$ cat config.mk
export PLATFORM = sky130hd
export DESIGN_NAME = modport_rr_arbiter
export DESIGN_NICKNAME = d
export VERILOG_FILES = /design/src/rtl/modport_arb_pkg.sv /design/src/rtl/rr_pick.sv /design/src/rtl/modport_rr_arbiter.sv
export SDC_FILE = /design/constraint.sdc
export NUM_CORES = 1
export LEC_CHECK = 0
export BUFFER_PORTS_ARGS = -buffer_cell sky130_fd_sc_hd__buf_4
export CORE_MARGIN = 2
export CORE_UTILIZATION = 41
export CTS_CLUSTER_SIZE = 30
export DETAILED_ROUTE_END_ITERATION = 16
export PLACE_DENSITY = 0.75
export SYNTH_ARGS = -nofsm -noshare
export SYNTH_HDL_FRONTEND = slang
export SYNTH_SLANG_ARGS = --single-unit
export TNS_END_PERCENT = 50
$ cat constraint.sdc
create_clock -name clk -period 1.6 [get_ports clk]
set_input_delay 0.16 -clock clk [delete_from_list [all_inputs] [get_ports clk]]
set_output_delay 0.16 -clock clk [all_outputs]
set_load 0.05 [all_outputs]
$ cat src/rtl/modport_arb_pkg.sv
// modport_arb_pkg: shared state encoding and index helpers for the round-robin arbiter
package modport_arb_pkg;
  localparam int N_MAX = 16;
  typedef enum logic [1:0] {IDLE = 2'd0, GRANT = 2'd1, COOL = 2'd2} state_t;
  function automatic logic [N_MAX-1:0] onehot(input int idx);
    return N_MAX'(1) << idx;
  endfunction
  function automatic int next_ptr(input int idx, input int n);
    return (idx == n - 1) ? 0 : idx + 1;
  endfunction
endpackage

$ cat src/rtl/rr_pick.sv
// rr_pick: first set request at or after ptr, wrapping modulo N
module rr_pick #(
  parameter int N  = 4,
  parameter int IW = $clog2(N)
) (
  input  logic [N-1:0]  req,
  input  logic [IW-1:0] ptr,
  output logic          found,
  output logic [IW-1:0] idx
);
  logic [N-1:0] rot;
  assign rot = N'({req, req} >> ptr);
  always_comb begin
    found = |req;
    idx = '0;
    for (int k = N - 1; k >= 0; k--)
      if (rot[k]) idx = IW'((int'(ptr) + k) % N);
  end
endmodule

$ cat src/rtl/modport_rr_arbiter.sv
// modport_rr_arbiter: round-robin owner of a shared bus with hold limit and one-cycle turnaround
module modport_rr_arbiter
  import modport_arb_pkg::*;
#(
  parameter int N        = 4,
  parameter int WIDTH    = 8,
  parameter int MAX_HOLD = 4
) (
  input  logic                 clk,
  input  logic                 rst,
  input  logic [N-1:0]         req,
  input  logic [N*WIDTH-1:0]   req_data,
  output logic [N-1:0]         gnt,
  output logic [$clog2(N)-1:0] owner,
  output logic                 busy,
  output logic [WIDTH-1:0]     bus_data,
  output logic                 timeout
);
  localparam int IW = $clog2(N);
  localparam int HW = $clog2(MAX_HOLD + 1);
  state_t        state;
  logic [IW-1:0] ptr, pick;
  logic [HW-1:0] hold_cnt;
  logic          found;
  rr_pick #(.N(N), .IW(IW)) u_pick (.req(req), .ptr(ptr), .found(found), .idx(pick));
  assign bus_data = busy ? req_data[owner*WIDTH +: WIDTH] : '0;
  always_ff @(posedge clk) begin
    if (rst) begin
      state <= IDLE;
      gnt <= '0;
      owner <= '0;
      busy <= 1'b0;
      timeout <= 1'b0;
      ptr <= '0;
      hold_cnt <= '0;
    end else begin
      timeout <= 1'b0;
      case (state)
        IDLE: if (found) begin
          state <= GRANT;
          gnt <= N'(onehot(int'(pick)));
          owner <= pick;
          busy <= 1'b1;
          hold_cnt <= '0;
        end
        GRANT: begin
          hold_cnt <= (hold_cnt == HW'(MAX_HOLD)) ? hold_cnt : hold_cnt + 1'b1;
          if (!req[owner] || hold_cnt == HW'(MAX_HOLD - 1)) begin
            state <= COOL;
            gnt <= '0;
            busy <= 1'b0;
            timeout <= req[owner];
            ptr <= IW'(next_ptr(int'(owner), N));
          end
        end
        default: begin
          state <= IDLE;
          owner <= '0;
        end
      endcase
    end
  end
endmodule
* Word level (Yosys, flattened, before mapping)
Cells that the tools add are included.
Storage, ports and cells: bits in registers 15, logic and storage cells 58, input port bits 38
Cells by class: reduce and logical (&&, ||, !) cells 11, eq/ne operators 7, bitwise gates (word level) 2, $add $sub $neg 5, shift-type cells 3, $lt $le $gt $ge 1, mux-type cells 22
Operator list (number):
- $shiftx 32x6->8 | 1
- $mux 2 | 8
- $mux 4 | 2
- $mux 8 | 1
- $pmux 2 s2 | 2
- $pmux 4 s2 | 1
- $shr 8x2->4 | 1
- $mux 3 | 2
- $ne 2x2->1 const B | 3
- $pmux 3 s2 | 1
- $reduce_and 2->1 | 3
- $reduce_and 3->1 | 2
- $add 2x1->2 const B | 2
- $add 2x2->2 const B | 2
- $eq 2x1->1 const B | 2
- $reduce_or 4->1 | 1
- $shl 1x2->4 const A | 1
- $add 3x1->3 const B | 1
- $eq 3x2->1 const B | 1
- $eq 3x3->1 const B | 1
- $lt 2x3->1 const B | 1
- $mux 1 | 3
- $reduce_or 3->1 | 1
- $bmux 1 s2 | 1
- other kinds (6) | 7

* Depth between registers and ports, before layout
depth after elaboration 8, gate-level depth with buffers 6

* Cells and area by module
A second synthesis with hierarchy kept.
Second synthesis, totals: cells, all modules 106, area, all modules 982.2 um^2
By module, submodules not included:
- modport_rr_arbiter | area each 904.6 um^2, times used 1, cells an instance 91
- rr_pick | area each 77.6 um^2, times used 1, cells an instance 15

* Worst setup path before layout
OpenSTA, ideal clock, no wires.
path kind reg-to-output, from register owner[0], to output bus_data[0], stages on the path, launching flop included 4, path buffers 1, path slack -0.442 ns, arrival time 1.882 ns, cell sequence dfxtp_1 -> buf_2 -> mux4_1 -> and2_1
Between the ends: word-level cells in the longest chain between the ends 2
RTL lines:
- start, declared | line modport_rr_arbiter.sv:14 | output logic [$clog2(N)-1:0] owner,
- start signal, assigned | line modport_rr_arbiter.sv:42 | owner <= pick;
- $shiftx 32x6->8 | line modport_rr_arbiter.sv:26 | assign bus_data = busy ? req_data[owner*WIDTH +: WIDTH] : '0;
- $mux 8 | line modport_rr_arbiter.sv:26
- end, declared | line modport_rr_arbiter.sv:16 | output logic [WIDTH-1:0] bus_data,
No other way between the ends.

* Worst setup path in the final report
from register owner[0], to output bus_data[4]
The elaborated chain is that of the path after synthesis.

==> flow_summary_export.csv <==
group,metric,value,unit
clock_network,hold_buffers,0,
floorplanning,die_height,56.7,um
min_path,hold_depth,2,
grt,grt_pass1_wl,5220,um
logic_synthesis,synth_top_cell_by_area,"dfxtp_1",
logic_synthesis,yosysWarnings,0,
logic_synthesis,ys_types,40,
logic_synthesis,synth.area.top_cells,"dfxtp_1 (26%), mux4_1 (18%), and2_1 (4.9%)",
floorplanning,ios,54,
layout,drive_gt1_share,58.5,%
critical_path,critPathArrivalTime,1.59,ns
grt,grt_max_degree,17,
pwr,p_sw,0.502,mW
logic_synthesis,synthArstFlopShare,0,%
timing,hold_violations,0,
pwr,pwr-share-comb,49.2,%
layout,synthToLayoutAreaGrowth,58.4,%
pwr,clkPwrFrac,16.5,%
route,wl,3120,um
timing,skew,0.00341,ns
timing,slew_violations,0,
critical_path,required,1.44,ns
critical_path,critical_path_class,"register to primary output",
route,drt_pass1_iterations,3,
logic_synthesis,syn_avg_cell_area,10.3,sq um
grt,grt_util_all_layers,20.0,%
floorplanning,die_x,56.7,um
critical_path,cp_max_fo,6,
critical_path,crit_family,"multiplexers",
placed_design,dp_hpwl,2350,um
pwr,p_int,0.829,mW
floorplanning,rows,19,
critical_path,r2r-start,"hold_cnt[0]$_SDFFE_PP0P_",
logic_synthesis,synth_commonest_cells,"dfxtp_1 (15), and2_1 (9), nand2b_1 (9), mux4_1 (8), inv_1 (7)",
critical_path,crit_chain,"buf_12 -> mux4_2 -> and2_4 -> buf_6",
route,num_vias,1147,
run,drv_cap,0,
critical_path,worstReg2RegEnd,"ptr[0]$_SDFFE_PP0P_",
layout,diodes,0,
timing,fmax,570,MHz
logic_synthesis,synthCells,111,
logic_synthesis,synth_flop_cell,"dfxtp_1",
timing,rsz0062_at_grt,"yes",
timing,finalSetupViolations,9,
min_path,hold_end,"hold_cnt[1]$_SDFFE_PP0P_",
status,status,"finished, violations left",
status,violations,"negative setup slack",
min_path,min_from,"rst",
route,wire_per_inst,15.1,um
grt,overflow,0,
floorplanning,core-area,2690,sq um
layout,nets,219,
floorplanning,start_util,42.4,%
placed_design,place.gp.congestion,0.742,
grt,antenna_found_initial,0,
critical_path,crit_path_top_delay_cell,"mux4_2",
logic_synthesis,ys_seq_area_share,26.4,%
pwr,switching_share,37.7,%
route,drt_iter0_markers,33,
logic_synthesis,syn_nets,153,
pwr,leakagePower,0.765,nW
layout,fin_util,67.1,%
pwr,pwr-share-seq,34.3,%
timing,worst_pin_slew,0.443,ns
timing,period_needed,1.75,ns
timing,timing.final.ws_setup,-0.154,ns
critical_path,worst_setup_path_end_kind,"primary output",
logic_synthesis,ys_ff_latch,15,
logic_synthesis,syn_area,1140,sq um
clock_network,path_clk_slew,0.09,ns
pwr,power_density,738,nW/um^2
placed_design,port-buffer-count,53,
min_path,holdCritPathClass,"input pin to register",
critical_path,crit_buf_inv,2,
clock_network,cts_buffers,3,
clock_network,htreeDepth,1,
logic_synthesis,yosysMostFrequentCell,"dfxtp_1",
clock_network,cts-root-buf,"clkbuf_4",
critical_path,critical_path.max_stage_delay,0.50,ns
route,ant_nets,0,
timing,fin_crit_sh,110,%
clock_network,cts_tree,"yes",
critical_path,startpoint_type,"register",
pwr,power.total,1.33,mW
route,viasPerCell,5.54,
critical_path,reg2reg_slack,-0.08,ns
timing,slew_headroom,70.2,%
logic_synthesis,yosysTopAreaCellShare,26.4,%
grt,grt_pass1_vias,1198,
clock_network,clockBufferDepth,2,
route,route.detailed.drc,0,
critical_path,r2r_cells,6,
pwr,ir_drop,0.921,mV
clock_network,insertion_delay,0.29,ns
clock_network,clkSinkCount,15,
layout,nFillCells,233,
logic_synthesis,synth_edf_count,0,
floorplanning,die_area,3210,sq um
-- worst reg2reg max path, delay by kind of cell, from the launching register on --
kind / cells / cell delay, ns
simple gates: 2 / 0.62
flops: 1 / 0.35
fa+ha+maj: 2 / 0.31
compound gates: 2 / 0.31
-- worst max-delay path by stage --
| stage | from | end | slack (ns) | cells after the start |
|---|---|---|---|---|
| 2_1_floorplan | hold_cnt[0]$_SDFFE_PP0P_ | ptr[0]$_SDFFE_PP0P_ | -0.06 | 6 |
| 3_3_place_gp | hold_cnt[0]$_SDFFE_PP0P_ | ptr[0]$_SDFFE_PP0P_ | -0.05 | 6 |
| 3_5_place_dp | hold_cnt[0]$_SDFFE_PP0P_ | ptr[0]$_SDFFE_PP0P_ | -0.11 | 6 |
| 4_1_cts | owner[0]$_SDFFE_PP0P_ | bus_data[4] | -0.16 | 4 |
| 5_1_grt | owner[0]$_SDFFE_PP0P_ | bus_data[6] | -0.22 | 4 |
| 6_report | owner[0]$_SDFFE_PP0P_ | bus_data[4] | -0.15 | 4 |
-- area by class of cell --
class,count,area (sq um),area share (%)
Inverter,7,26.3,1.46
Multi-Input combinational cell,85,853,47.3
Sequential cell,15,312,17.3
Clock buffer,3,22.5,1.25
Tap cell,31,38.8,2.15
Timing Repair Buffer,65,546,30.3
Clock inverter,1,5.00,0.278
-- sequential cells by signal, indices dropped and copies added, names as in the netlist --
name and cells:
ptr 2, timeout 1, hold_cnt 3, owner 2, state 2, gnt 4, busy 1
-- power groups by stage --
stage                     logic, mW  clock network (mW)  registers, mW
after global placement        0.544                   0          0.462
after global routing          0.698               0.243          0.463
final                         0.655               0.220          0.456
after CTS                     0.629               0.223          0.449
after floorplan               0.328                   0          0.495
after detailed placement      0.558                   0          0.467
-- cell usage in the layout (no fill, tap or decap), types with 3 or more instances in the layout --
| cell | instances |
|---|---|
| buf_4 | 53 |
| dfxtp_1 | 10 |
| buf_6 | 10 |
| mux4_2 | 8 |
| and2_4 | 8 |
| nand2b_1 | 8 |
| inv_1 | 7 |
| nor2_1 | 6 |
| a21oi_1 | 4 |
| o32ai_1 | 4 |
| o21ai_0 | 4 |
| nand2_1 | 3 |
| nor3_1 | 3 |
| clkbuf_4 | 3 |
| dfxtp_2 | 3 |
-- cell families (layout without fill, tap and decap cells) --
family / Yosys count / after routing / synth area share (%)
AO/OA/AOI/OAI: 31 / 31 / 22.4
buffers and inverters: 11 / 76 / 4.51
adder cells (fa/ha/maj): 4 / 4 / 4.40
flip-flops: 15 / 15 / 26.4
multiplexers: 11 / 11 / 21.5
AND/OR/NAND/NOR: 39 / 39 / 20.8
-- per-layer routing --
metal | part of all wire [%] | track usage, % | wire length, um
met3 | 5.7 | 3.46 | 179
met1 | 43 | 25.3 | 1360
met2 | 50 | 35.0 | 1560
met4 | 0.87 | 5.10 | 27
met5 | 0 | 0 | 0
-- what timing repair did --
item | 4_1_cts | 5_1_grt
setup endpoints to repair | 14 | 18
gates cloned | 0 | 0
setup buffers | 3 | 1
resized for setup | 24 | 13
pin swaps | 1 | 3
-- through the flow --
stage                     TNS (ns)  instances  instance area (sq um)  hold slack (ns)  setup slack (ns)
after detailed placement    -0.252        199                   1640            0.463            -0.107
after CTS                    -1.37        206                   1720            0.156            -0.160
after floorplan            -0.0992        111                   1170            0.337           -0.0588
after global placement     -0.0831        199                   1640            0.450           -0.0481
after global routing         -1.86        207                   1800            0.187            -0.215
final                        -1.24        207                   1800            0.163            -0.154
Power figures use the tool's default switching activity.
